===== config.mk =====
export PLATFORM = sky130hd
export DESIGN_NAME = pc_sequencer
export DESIGN_NICKNAME = d
export VERILOG_FILES = /design/src/rtl/pc_sequencer.sv
export SDC_FILE = /design/constraint.sdc
export NUM_CORES = 1
export LEC_CHECK = 0
export BUFFER_PORTS_ARGS = -buffer_cell sky130_fd_sc_hd__clkbuf_2
export CAP_MARGIN = 20
export CORE_ASPECT_RATIO = 1.4
export CORE_MARGIN = 2
export CORE_UTILIZATION = 47
export CTS_CLUSTER_DIAMETER = 50
export DETAILED_ROUTE_END_ITERATION = 7
export GPL_TIMING_DRIVEN = 0
export PLACE_DENSITY = 0.75
export SKIP_LAST_GASP = 1
export SLEW_MARGIN = 15
export SYNTH_ARGS = -nofsm -noshare
export SYNTH_HDL_FRONTEND = slang
export SYNTH_SLANG_ARGS = --single-unit

===== constraint.sdc =====
create_clock -name clk -period 6 [get_ports clk]
set_clock_uncertainty 0.15 [all_clocks]
set_input_delay 1.2 -clock clk [delete_from_list [all_inputs] [get_ports clk]]
set_output_delay 1.2 -clock clk [all_outputs]
set_load 0.005 [all_outputs]

===== src/rtl/pc_sequencer.sv =====
// pc_sequencer: program counter and instruction fetch sequencer with branch redirect and optional delay slot
module pc_sequencer #(
  parameter logic [31:0] RESET_PC = 32'h0000_0000,
  parameter bit DELAY_SLOT = 1'b1
) (
  input  logic        clk,
  input  logic        rst,
  input  logic        stall,
  output logic        fetchReq,
  output logic [31:0] fetchAddress,
  input  logic        fetchAck,
  input  logic [31:0] fetchData,
  output logic [31:0] instruction,
  output logic [31:0] instructionPC,
  output logic        instructionValid,
  input  logic        instructionReady,
  output logic [31:0] pcAddress,
  input  logic        branchValid,
  input  logic        shouldUseNewPC,
  input  logic [31:0] branchTo,
  output logic        addrError
);
  typedef enum logic [1:0] {IDLE, FETCH, ISSUE} state_t;
  state_t state, stateNext;
  logic [31:0] pc, pcNext, target, targetNext, instrNext, instrPCNext, redirectPC;
  logic held, heldNext, pending, pendingNext, squash, squashNext, validNext, errNext;
  logic redirect, accept;
  assign redirect = branchValid & shouldUseNewPC;
  assign redirectPC = {branchTo[31:2], 2'b00};
  assign accept = (state == ISSUE) & instructionReady & ~stall;
  assign fetchReq = (state == FETCH) & (held | ~stall);
  assign fetchAddress = pc;
  assign pcAddress = instructionPC + 32'd4;
  always_comb begin
    stateNext = state;
    pcNext = pc;
    targetNext = redirect ? redirectPC : target;
    pendingNext = pending | (redirect & DELAY_SLOT);
    squashNext = squash;
    heldNext = held;
    instrNext = instruction;
    instrPCNext = instructionPC;
    validNext = instructionValid;
    errNext = addrError | (redirect & |branchTo[1:0]);
    case (state)
      IDLE: begin
        stateNext = FETCH;
        pcNext = (!DELAY_SLOT && redirect) ? redirectPC : pc;
      end
      FETCH: begin
        heldNext = fetchReq & ~fetchAck;
        if (fetchReq && fetchAck) begin
          // a request issued before a redirect completes, but its data is thrown away
          if (squash || (!DELAY_SLOT && redirect)) begin
            pcNext = redirect ? redirectPC : target;
            squashNext = 1'b0;
          end else begin
            instrNext = fetchData;
            instrPCNext = pc;
            validNext = 1'b1;
            stateNext = ISSUE;
          end
        end else if (!DELAY_SLOT && redirect) begin
          squashNext = fetchReq;
          pcNext = fetchReq ? pc : redirectPC;
        end
      end
      ISSUE: begin
        if (!DELAY_SLOT && redirect) begin
          validNext = 1'b0;
          pcNext = redirectPC;
          stateNext = FETCH;
        end else if (accept) begin
          validNext = 1'b0;
          stateNext = FETCH;
          pcNext = redirect ? redirectPC : pending ? target : instructionPC + 32'd4;
          pendingNext = 1'b0;
        end
      end
      default: stateNext = IDLE;
    endcase
  end
  always_ff @(posedge clk or negedge rst) begin
    if (!rst) begin
      state <= IDLE;
      pc <= RESET_PC;
      target <= '0;
      pending <= 1'b0;
      squash <= 1'b0;
      held <= 1'b0;
      instruction <= '0;
      instructionPC <= RESET_PC;
      instructionValid <= 1'b0;
      addrError <= 1'b0;
    end else begin
      state <= stateNext;
      pc <= pcNext;
      target <= targetNext;
      pending <= pendingNext;
      squash <= squashNext;
      held <= heldNext;
      instruction <= instrNext;
      instructionPC <= instrPCNext;
      instructionValid <= validNext;
      addrError <= errNext;
    end
  end
endmodule


==> impl_metrics.env <==
export IMPL_slew_violations=0
export IMPL_hold_slack_ns=0.322
export IMPL_fin_nets=847
export IMPL_ir_drop_uv=229
export IMPL_area_delta_synth_final_pct=31.3
export IMPL_grt_pass1_wl_mm=27.2
export IMPL_clock_latency_ns=0.41
export IMPL_max_slew_margin_pct=49.5
export IMPL_row_count=48
export IMPL_fin_area_um2=7870
export IMPL_grt_usage_pct=26.1
export IMPL_cp_end_kind="primary output"
export IMPL_finalSetupTns_ns=0
export IMPL_drt_iter0_drc=384
export IMPL_period_minus_slack_ns=4.00
export IMPL_setup_violations=0
export IMPL_gr_total_overflow=0
export IMPL_p_per_area_nw_per_um2=506
export IMPL_yosysWarnings=0
export IMPL_cp_required_ns=4.65
export IMPL_post_drt_via_cell_ratio=5.53
export IMPL_io_pins=202
export IMPL_cap_violations=0
export IMPL_synth_cell_type_count=49
export IMPL_timing_final_ws_setup_ns=2.00
export IMPL_vias=5186
export IMPL_postCtsSetupBuffers=0
export IMPL_diodes=0
export IMPL_initial_core_util_pct=48.4
export IMPL_synth_ff_type="dfrtp_1"
export IMPL_cts_tree="yes"
export IMPL_cts_hold_buf=0
export IMPL_drc=0
export IMPL_finalCritPeriodShare_pct=66.7
export IMPL_synth_edff_count=0
export IMPL_rsz0062_at_grt="no"
export IMPL_status="completed"
export IMPL_synth_yosys_seq_area_share_pct=55.1
export IMPL_syn_inst=554
export IMPL_first_global_vias=5191
export IMPL_leakage_nw=3.96
export IMPL_core_area_um2=12400
export IMPL_die_h_um=138
export IMPL_ys_seq_elements=132
export IMPL_syn_avg_cell_area_um2=10.8
export IMPL_avgRoutedWirePerCell_um=18.5
export IMPL_drt_first_pass_iters=7
export IMPL_placed_cell_area_um2=7220
export IMPL_finalWirelength_mm=17.4
export IMPL_reg2reg_from="instructionPC[2]$_DFFE_PN0P_"
export IMPL_cts_sinks=132
export IMPL_layout_commonest_cell="clkbuf_2"
export IMPL_cts_root_buf="clkbuf_16"
export IMPL_dp_hpwl_mm=12.7
export IMPL_h_tree_depth=4
export IMPL_finalHoldViolCount=0
export IMPL_antenna_found_initial=0
export IMPL_cts_made_buffers=17
export IMPL_cp_arrival_ns=2.65
export IMPL_start_kind="register"
export IMPL_mostFrequentLayoutCells="200 x clkbuf_2, 132 x dfrtp_1, 121 x nand2_1, 64 x mux2_2"
export IMPL_fmax_mhz=250
export IMPL_tightest_slew_ns=0.758
export IMPL_synth_async_reset_ratio_pct=100
export IMPL_drive_gt1_share_pct=41.2
export IMPL_clk_path_buf_depth=2
export IMPL_ant_nets=0
export IMPL_syn_cell_area_um2=5990
export IMPL_clk_pin_slew_ns=0.06
export IMPL_hp_start="target[26]$_DFFE_PN0P_"
export IMPL_pre_cts_slack_ns=2.48
export IMPL_cts_resized=0
export IMPL_grt_max_degree=97
export IMPL_crit_fanout=8
export IMPL_gp_congestion=0.836
export IMPL_hold_class="register to register"
export IMPL_crit_type="register to primary output"
export IMPL_startpoint="instructionPC[2]$_DFFE_PN0P_"
export IMPL_fp_dieW_um=99.4
export IMPL_synth_nets=626
export IMPL_port_buffers=201
export IMPL_dieArea_um2=13700
-- per-stage QoR --
stage	cells	power, mW	utilization, %
after floorplan	554	2.19	-
after global placement	905	2.80	58.1
after detailed placement	906	2.87	58.4
after CTS	938	4.00	63.6
after global routing	938	4.20	63.6
final	938	3.98	63.6
-- worst paths after layout --
check	end	slack, ns	depth (start not counted)
max in group asynchronous	addrError$_DFF_PN0_	4.39	2
min in group asynchronous	instruction[17]$_DFFE_PN0P_	0.55	1
min reg2reg	target[26]$_DFFE_PN0P_	0.32	2
min	target[26]$_DFFE_PN0P_	0.32	2
max	pcAddress[24]	2.00	6
max reg2reg	fetchAddress[16]$_DFFE_PN0P_	3.45	6
-- state kept, by name, indices dropped and copies added (netlist names) --
name and flops:
fetchAddress 32, addrError 1, held 1, state 2, instructionPC 32, pending 1
target 30, instructionValid 1, instruction 32
-- synthesized netlist by cell type (all sizes together), types with 7 or more instances --
library cell	count	share of area, %
a21oi	11	0.92
a31oi	7	0.73
buf	11	0.94
clkbuf	18	1.1
dfrtp	132	55
inv	17	1.1
mux2	64	12
nand2	121	7.6
nand3	23	1.9
nand4	12	1.5
nor2	26	1.8
o21ai	25	2.1
o221a	8	1.5
xnor2	16	3.0
xor2	10	1.5
-- report_power, final --
group          leakage (nW)  switching (mW)  total [mW]  internal [mW]
clock                 0.312           0.373        1.12          0.750
sequential             1.62           0.320        1.56           1.23
combinational          2.03           0.609        1.30          0.692
-- area by class of cell --
type	instances	area (µm²)
fillers	1030	4500
flip-flops and latches	132	3300
multi-input cells	376	2500
repair buffers	202	1040
clock buffers	24	502
well taps	150	188
clock inverters	8	145
plain buffers	29	124
inverters	17	63.8
-- logic make-up after synthesis --
| group | count (synthesis) | share of synthesized area, % |
|---|---|---|
| buf+inv | 46 | 3.13 |
| mux | 68 | 12.7 |
| fa+ha+maj | 1 | 0.209 |
| simple gates | 200 | 14.9 |
| compound gates | 81 | 9.52 |
| xor+xnor | 26 | 4.43 |
| flops | 132 | 55.1 |
-- worst max-delay path, cell delays in order (launching register included) --
cell,delay (ns)
dfrtp_1,0.46
ha_1,0.23
nand3_1,0.35
nor4_4,0.57
a31oi_1,0.18
or2_2,0.32
clkbuf_2,0.12
-- layer usage --
metal	up-vias	global-route usage, %	share of wire (%)
met5	-	0	0
met4	0	11.3	3.3
met1	2513	31.0	37
met3	39	5.28	7.0
met2	258	45.7	53
li1	2376	-	-
(Power assumes the default switching activity.)
